<file path="src/rtl/uart_bus_responder.sv">
// Memory-mapped 8N1 UART responder with TX/RX FIFOs on the rd_en/wr_en/ack bus.
// Optional IRQ_EN register and irq_o output when UART_IRQ_EN is defined.
module uart_bus_responder #(
  parameter int CLOCK_FREQ  = 25000000,
  parameter int BIT_RATE    = 9600,
  parameter int BUFFER_SIZE = 8
) (
  input  logic        clk,
  input  logic        rst,
  input  logic        rd_en_i,
  input  logic        wr_en_i,
  input  logic [31:0] addr_i,
  input  logic [31:0] data_i,
  output logic [31:0] data_o,
  output logic        ack_o,
  input  logic        rx,
  output logic        tx
`ifdef UART_IRQ_EN
  ,
  output logic        irq_o
`endif
);

  localparam int BAUD_DIV = CLOCK_FREQ / BIT_RATE;
  localparam int CNT_W    = $clog2(BAUD_DIV);
  localparam int AW       = $clog2(BUFFER_SIZE);
  localparam logic [CNT_W-1:0] BAUD_LAST = CNT_W'(BAUD_DIV - 1);
  localparam logic [CNT_W-1:0] HALF_LAST = CNT_W'(BAUD_DIV / 2 - 1);

  localparam logic [1:0] S_IDLE  = 2'd0;
  localparam logic [1:0] S_START = 2'd1;
  localparam logic [1:0] S_DATA  = 2'd2;
  localparam logic [1:0] S_STOP  = 2'd3;

  logic             r_ack;
  logic [31:0]      r_rdata;
  logic [7:0]       r_tx_mem [BUFFER_SIZE];
  logic [7:0]       r_rx_mem [BUFFER_SIZE];
  logic [AW:0]      r_tx_wptr, r_tx_rptr, r_rx_wptr, r_rx_rptr;
  logic             r_rx_overrun, r_frame_err, r_tx_drop;
  logic [1:0]       r_tx_state, r_rx_state;
  logic [CNT_W-1:0] r_tx_cnt, r_rx_cnt;
  logic [2:0]       r_tx_bit, r_rx_bit;
  logic [7:0]       r_tx_shift, r_rx_shift;
  logic             r_tx;
  logic [1:0]       r_rx_sync;

  logic        w_req, w_wr, w_rd;
  logic [1:0]  w_sel;
  logic        w_tx_full, w_tx_empty, w_rx_full, w_rx_empty;
  logic        w_tx_cnt_end, w_tx_pop, w_tx_wr, w_tx_push, w_tx_drop;
  logic        w_rx_bit, w_rx_cnt_end, w_rx_stop_pt, w_rx_pop, w_rx_push, w_rx_ovr, w_frm_err;
  logic        w_tx_busy, w_sts_wr;
  logic [7:0]  w_status, w_tx_head, w_rx_head;
  logic [31:0] w_rd_data;
  logic        w_unused;

  assign w_unused = ^{addr_i[31:4], addr_i[1:0], data_i[31:8]};

  // Write has priority over read when both are requested.
  assign w_req = (rd_en_i | wr_en_i) & ~r_ack;
  assign w_wr  = w_req & wr_en_i;
  assign w_rd  = w_req & ~wr_en_i;
  assign w_sel = addr_i[3:2];

  assign w_tx_empty = (r_tx_wptr == r_tx_rptr);
  assign w_tx_full  = (r_tx_wptr[AW] != r_tx_rptr[AW]) && (r_tx_wptr[AW-1:0] == r_tx_rptr[AW-1:0]);
  assign w_rx_empty = (r_rx_wptr == r_rx_rptr);
  assign w_rx_full  = (r_rx_wptr[AW] != r_rx_rptr[AW]) && (r_rx_wptr[AW-1:0] == r_rx_rptr[AW-1:0]);
  assign w_tx_head  = r_tx_mem[r_tx_rptr[AW-1:0]];
  assign w_rx_head  = r_rx_mem[r_rx_rptr[AW-1:0]];

  assign w_tx_cnt_end = (r_tx_cnt == BAUD_LAST);
  assign w_tx_pop  = ~w_tx_empty & ((r_tx_state == S_IDLE) | ((r_tx_state == S_STOP) & w_tx_cnt_end));
  assign w_tx_wr   = w_wr & (w_sel == 2'd0);
  assign w_tx_push = w_tx_wr & (~w_tx_full | w_tx_pop);
  assign w_tx_drop = w_tx_wr & w_tx_full & ~w_tx_pop;

  // A same-cycle bus pop frees the slot, so a push into a full FIFO is not an overrun.
  assign w_rx_bit     = r_rx_sync[1];
  assign w_rx_cnt_end = (r_rx_cnt == BAUD_LAST);
  assign w_rx_stop_pt = (r_rx_state == S_STOP) & w_rx_cnt_end;
  assign w_rx_pop     = w_rd & (w_sel == 2'd1) & ~w_rx_empty;
  assign w_rx_push    = w_rx_stop_pt & w_rx_bit & (~w_rx_full | w_rx_pop);
  assign w_rx_ovr     = w_rx_stop_pt & w_rx_bit & w_rx_full & ~w_rx_pop;
  assign w_frm_err    = w_rx_stop_pt & ~w_rx_bit;

  assign w_tx_busy = ~w_tx_empty | (r_tx_state != S_IDLE);
  assign w_status  = {w_tx_busy, r_tx_drop, r_frame_err, r_rx_overrun,
                      w_rx_full, w_rx_empty, w_tx_empty, w_tx_full};
  assign w_sts_wr  = w_wr & (w_sel == 2'd2);

`ifdef UART_IRQ_EN
  logic [2:0] r_irq_en;
  logic       r_irq;
  always_ff @(posedge clk) begin
    if (rst) begin
      r_irq_en <= '0;
      r_irq    <= 1'b0;
    end else begin
      if (w_wr && (w_sel == 2'd3)) r_irq_en <= data_i[2:0];
      r_irq <= |(r_irq_en & {r_rx_overrun | r_frame_err | r_tx_drop, w_tx_empty, ~w_rx_empty});
    end
  end
  assign irq_o = r_irq;
`endif

  always_comb begin
    w_rd_data = '0;
    case (w_sel)
      2'd1: if (!w_rx_empty) w_rd_data = {24'b0, w_rx_head};
      2'd2: w_rd_data = {24'b0, w_status};
`ifdef UART_IRQ_EN
      2'd3: w_rd_data = {29'b0, r_irq_en};
`endif
      default: w_rd_data = '0;
    endcase
  end

  always_ff @(posedge clk) begin
    if (rst) begin
      r_ack   <= 1'b0;
      r_rdata <= '0;
    end else begin
      r_ack   <= w_req;
      r_rdata <= w_rd ? w_rd_data : '0;
    end
  end
  assign ack_o  = r_ack;
  assign data_o = r_rdata;

  always_ff @(posedge clk) begin
    if (w_tx_push) r_tx_mem[r_tx_wptr[AW-1:0]] <= data_i[7:0];
    if (w_rx_push) r_rx_mem[r_rx_wptr[AW-1:0]] <= r_rx_shift;
  end

  always_ff @(posedge clk) begin
    if (rst) begin
      r_tx_wptr <= '0;
      r_tx_rptr <= '0;
      r_rx_wptr <= '0;
      r_rx_rptr <= '0;
    end else begin
      if (w_tx_push) r_tx_wptr <= r_tx_wptr + 1'b1;
      if (w_tx_pop)  r_tx_rptr <= r_tx_rptr + 1'b1;
      if (w_rx_push) r_rx_wptr <= r_rx_wptr + 1'b1;
      if (w_rx_pop)  r_rx_rptr <= r_rx_rptr + 1'b1;
    end
  end

  // Sticky flags: a new event in the same cycle as a clear wins.
  always_ff @(posedge clk) begin
    if (rst) begin
      r_rx_overrun <= 1'b0;
      r_frame_err  <= 1'b0;
      r_tx_drop    <= 1'b0;
    end else begin
      if (w_sts_wr && data_i[4]) r_rx_overrun <= 1'b0;
      if (w_sts_wr && data_i[5]) r_frame_err  <= 1'b0;
      if (w_sts_wr && data_i[6]) r_tx_drop    <= 1'b0;
      if (w_rx_ovr)  r_rx_overrun <= 1'b1;
      if (w_frm_err) r_frame_err  <= 1'b1;
      if (w_tx_drop) r_tx_drop    <= 1'b1;
    end
  end

  always_ff @(posedge clk) begin
    if (rst) begin
      r_tx_state <= S_IDLE;
      r_tx_cnt   <= '0;
      r_tx_bit   <= '0;
      r_tx_shift <= '0;
      r_tx       <= 1'b1;
    end else begin
      case (r_tx_state)
        S_IDLE: if (w_tx_pop) begin
          r_tx_shift <= w_tx_head;
          r_tx_state <= S_START;
          r_tx_cnt   <= '0;
          r_tx       <= 1'b0;
        end
        S_START: if (w_tx_cnt_end) begin
          r_tx_cnt   <= '0;
          r_tx_bit   <= '0;
          r_tx_state <= S_DATA;
          r_tx       <= r_tx_shift[0];
        end else r_tx_cnt <= r_tx_cnt + 1'b1;
        S_DATA: if (w_tx_cnt_end) begin
          r_tx_cnt <= '0;
          if (r_tx_bit == 3'd7) begin
            r_tx_state <= S_STOP;
            r_tx       <= 1'b1;
          end else begin
            r_tx_bit   <= r_tx_bit + 1'b1;
            r_tx_shift <= r_tx_shift >> 1;
            r_tx       <= r_tx_shift[1];
          end
        end else r_tx_cnt <= r_tx_cnt + 1'b1;
        S_STOP: if (w_tx_cnt_end) begin
          r_tx_cnt <= '0;
          if (w_tx_pop) begin
            r_tx_shift <= w_tx_head;
            r_tx_state <= S_START;
            r_tx       <= 1'b0;
          end else r_tx_state <= S_IDLE;
        end else r_tx_cnt <= r_tx_cnt + 1'b1;
        default: r_tx_state <= S_IDLE;
      endcase
    end
  end
  assign tx = r_tx;

  // Start bit is confirmed at half a bit, so later samples land mid-bit.
  always_ff @(posedge clk) begin
    if (rst) begin
      r_rx_sync  <= 2'b11;
      r_rx_state <= S_IDLE;
      r_rx_cnt   <= '0;
      r_rx_bit   <= '0;
      r_rx_shift <= '0;
    end else begin
      r_rx_sync <= {r_rx_sync[0], rx};
      case (r_rx_state)
        S_IDLE: if (!w_rx_bit) begin
          r_rx_state <= S_START;
          r_rx_cnt   <= '0;
        end
        S_START: if (r_rx_cnt == HALF_LAST) begin
          r_rx_cnt   <= '0;
          r_rx_bit   <= '0;
          r_rx_state <= w_rx_bit ? S_IDLE : S_DATA;
        end else r_rx_cnt <= r_rx_cnt + 1'b1;
        S_DATA: if (w_rx_cnt_end) begin
          r_rx_cnt   <= '0;
          r_rx_shift <= {w_rx_bit, r_rx_shift[7:1]};
          if (r_rx_bit == 3'd7) r_rx_state <= S_STOP;
          else                  r_rx_bit   <= r_rx_bit + 1'b1;
        end else r_rx_cnt <= r_rx_cnt + 1'b1;
        S_STOP: if (w_rx_cnt_end) begin
          r_rx_cnt   <= '0;
          r_rx_state <= S_IDLE;
        end else r_rx_cnt <= r_rx_cnt + 1'b1;
        default: r_rx_state <= S_IDLE;
      endcase
    end
  end

endmodule

</file>
<file path="config.mk">
export PLATFORM = sky130hd
export DESIGN_NAME = uart_bus_responder
export DESIGN_NICKNAME = d
export VERILOG_FILES = /design/src/rtl/uart_bus_responder.sv
export SDC_FILE = /design/constraint.sdc
export NUM_CORES = 1
export LEC_CHECK = 0
export CAP_MARGIN = 20
export CORE_ASPECT_RATIO = 0.5
export CORE_MARGIN = 2
export CORE_UTILIZATION = 40
export DETAILED_ROUTE_END_ITERATION = 6
export GPL_ROUTABILITY_DRIVEN = 0
export GPL_TIMING_DRIVEN = 0
export PLACE_DENSITY = 0.68
export RECOVER_POWER = 25
export SKIP_LAST_GASP = 1
export SYNTH_ARGS = -nofsm -noshare
export SYNTH_HDL_FRONTEND = slang
export SYNTH_SLANG_ARGS = --single-unit
</file>
<file path="constraint.sdc">
create_clock -name clk -period 3.5 [get_ports clk]
set_clock_uncertainty 0.2 [all_clocks]
set_input_delay 0.525 -clock clk [delete_from_list [all_inputs] [get_ports clk]]
set_output_delay 0.525 -clock clk [all_outputs]
set_load 0.02 [all_outputs]
</file>
==> metrics.csv <==
metric,value,unit
synth_cell_types,67,
io_pins,103,
synthCells,731,
hold_slack,209.6,ps
core_area,22980,µm²
slowest_stage,or4_4,
crit_path_end_kind,flop,
finish.utilization,0.4762,
die_h,112.6,µm
pwr_density_cell,544.8,nW/µm²
ir_drop,0.0002786,V
ys_warn_count,0,
nNetsFinal,898,
startpoint_type,flop,
cts_hold_buffers,0,
outcome,"complete, no violations",
clk_pin_slew,60,ps
drtIter0Drc,412,
finalCriticalPeriod,3278,ps
fin_area,10950,µm²
tightest_slew,918.3,ps
mostFrequentLayoutCells,"128 x edfxtp_1, 87 x dfxtp_1, 64 x nor2_1",
dr.pass1.iters,5,
path_class,flop to flop,
max-slew-margin-rel,0.3855,
numPortBuffers,23,
rsz0062_at_grt,no,
ant_nets,0,
cts_buffers,21,
clock_sinks,215,
placed_area,10200,µm²
synth_edf_count,128,
synthArstFlopShare,0,
die-area,24890,µm²
setup_violations,0,
drive_above_1_share,0.1553,
dp_hpwl,13.36,mm
grt_use_total,0.1542,
clk_path_buf_depth,3,
first_global_vias,5993,
grt_max_degree,16,
grt_pass1_wl,31.11,mm
wl_per_cell,17.07,µm
power.static_leakage,3.781,nW
fp-row-count,39,
insertion_delay,490,ps
overflow,0,
syn_area,9430,µm²
syn_avg_cell_area,12.90,µm²
drc,0,
crit_path_start,r_rx_cnt[2]$_SDFFE_PP0P_,
synth_area_leaders,"edfxtp_1 41%, dfxtp_1 18%, mux4_2 7.6%",
crit_fanout,10,
min_from,r_rx_sync[0]$_SDFF_PP1_,
htree_levels,1,
drv_slew,0,
cts-root-buf,clkbuf_16,
diodes,0,
ys_ff_latch,215,
cap_violations,0,
required,3480,ps
fmaxAchievable,305.1,MHz
die_w,221.1,µm
syn2layout_area_growth,16.07,%
via_per_inst,5.325,
cp_cell_sequence,buf_6 -> or4_4 -> nor4_4 -> o2111ai_4 -> or2_2 -> nor3_1 -> buf_2,
max_stage_delay,550,ps
synth_ff_type,edfxtp_1,
cp_num_buf_inv,2,
start_util,0.4103,
yosysSeqAreaShare,0.5923,
timing.rr.start,r_rx_cnt[2]$_SDFFE_PP0P_,
layout_commonest_cell,edfxtp_1,
vias,6023,
period_share,0.9365,
yosysTopAreaCell,edfxtp_1,
fillers,2007,
routed_wl,19.30,mm
layout.cells.non_filler,1131,
cp.arrival,3260,ps
hold_class,flop to flop,
cp_top_family,simple AND/OR/NAND/NOR gates,
finalHoldViolCount,0,
antenna_found_initial,0,
synth_top_area_frac,0.4076,
dp.cells,1090,
cts_tree,built,
flip-flops by register name, indices dropped and copies added, names as in the netlist, 4 cells and up, named ones only:
register and count:
r_rx_mem 64, r_tx_mem 64, r_rx_cnt 12, r_tx_cnt 12, data_o 8, r_rx_shift 8, r_tx_shift 8, r_rx_rptr 4
r_rx_wptr 4, r_tx_rptr 4, r_tx_wptr 4
area by class of cell:
cell class,count,area [µm²],area share
Sequential cell,215,5585,0.5103
Timing Repair Buffer,33,320.3,0.02926
Multi-Input combinational cell,459,3588,0.3278
Buffer,66,357.8,0.03269
Inverter,14,52.55,0.004801
Clock buffer,27,548.0,0.05007
Tap cell,307,384.1,0.03509
Clock inverter,10,108.9,0.009945
synthesized netlist by cell type, drive strengths merged, types with 14 or more instances:
cell and count:
edfxtp 128, dfxtp 87, nor2 64, nand2 39, buf 38, mux4 32, a21oi 28, clkbuf 28
mux2i 27, nand3 21, ha 19, o21ai 19, nor3 17, inv 14
through the flow:
step                setup WS, ps  setup TNS (ps)  total power, mW
global route               91.53               0            6.204
detailed placement        -241.7           -7640            3.834
floorplan                  459.0               0            3.567
CTS                       -117.3           -1687            6.000
finish                     222.3               0            5.963
global placement          -616.5          -36740            3.801
layer usage:
| layer | routed length, µm | vias to the layer above | track usage |
|---|---|---|---|
| li1 | - | 2903 | - |
| met1 | 8779 | 2981 | 0.2016 |
| met2 | 9418 | 116 | 0.2738 |
| met3 | 821 | 23 | 0.02330 |
| met4 | 283 | 0 | 0.03356 |
| met5 | 0 | - | 0 |
logic make-up (layout without fill, tap and decap cells):
family	Yosys count	in the layout	share of synthesized area
adders and majority gates	19	19	0.02521
buffers and inverters	80	150	0.04352
xor gates and xnor gates	18	18	0.01672
other	1	24	0.0003977
and+or+nand+nor	222	222	0.1270
AOI/OAI and AO/OA	116	116	0.08863
DFF	215	215	0.5923
muxes	60	60	0.1063
where the power goes:
group          internal [mW]  leakage (nW)  switching [mW]
logic                  0.410          1.60           0.587
clock network           1.26         0.308           0.915
registers               2.74          1.87          0.0534
total                   4.41          3.78            1.56
repair_timing:
| action | in CTS | in global routing |
|---|---|---|
| endpoints found under the setup margin | 21 | 21 |
| gates resized for setup | 1 | 4 |
| setup buffers | 0 | 2 |
| pin swaps | 0 | 2 |
path summary, 6_finish.rpt:
check	end	slack [ps]	cells past startpoint
hold reg to reg	r_rx_sync[1]$_SDFF_PP1_	210	1
setup / recovery	r_rx_mem[1][0]$_DFFE_PP_	220	7
hold / removal	r_rx_sync[1]$_SDFF_PP1_	210	1
setup reg to reg	r_rx_mem[1][0]$_DFFE_PP_	220	7
Note: power is estimated with default switching activity, not from simulation.
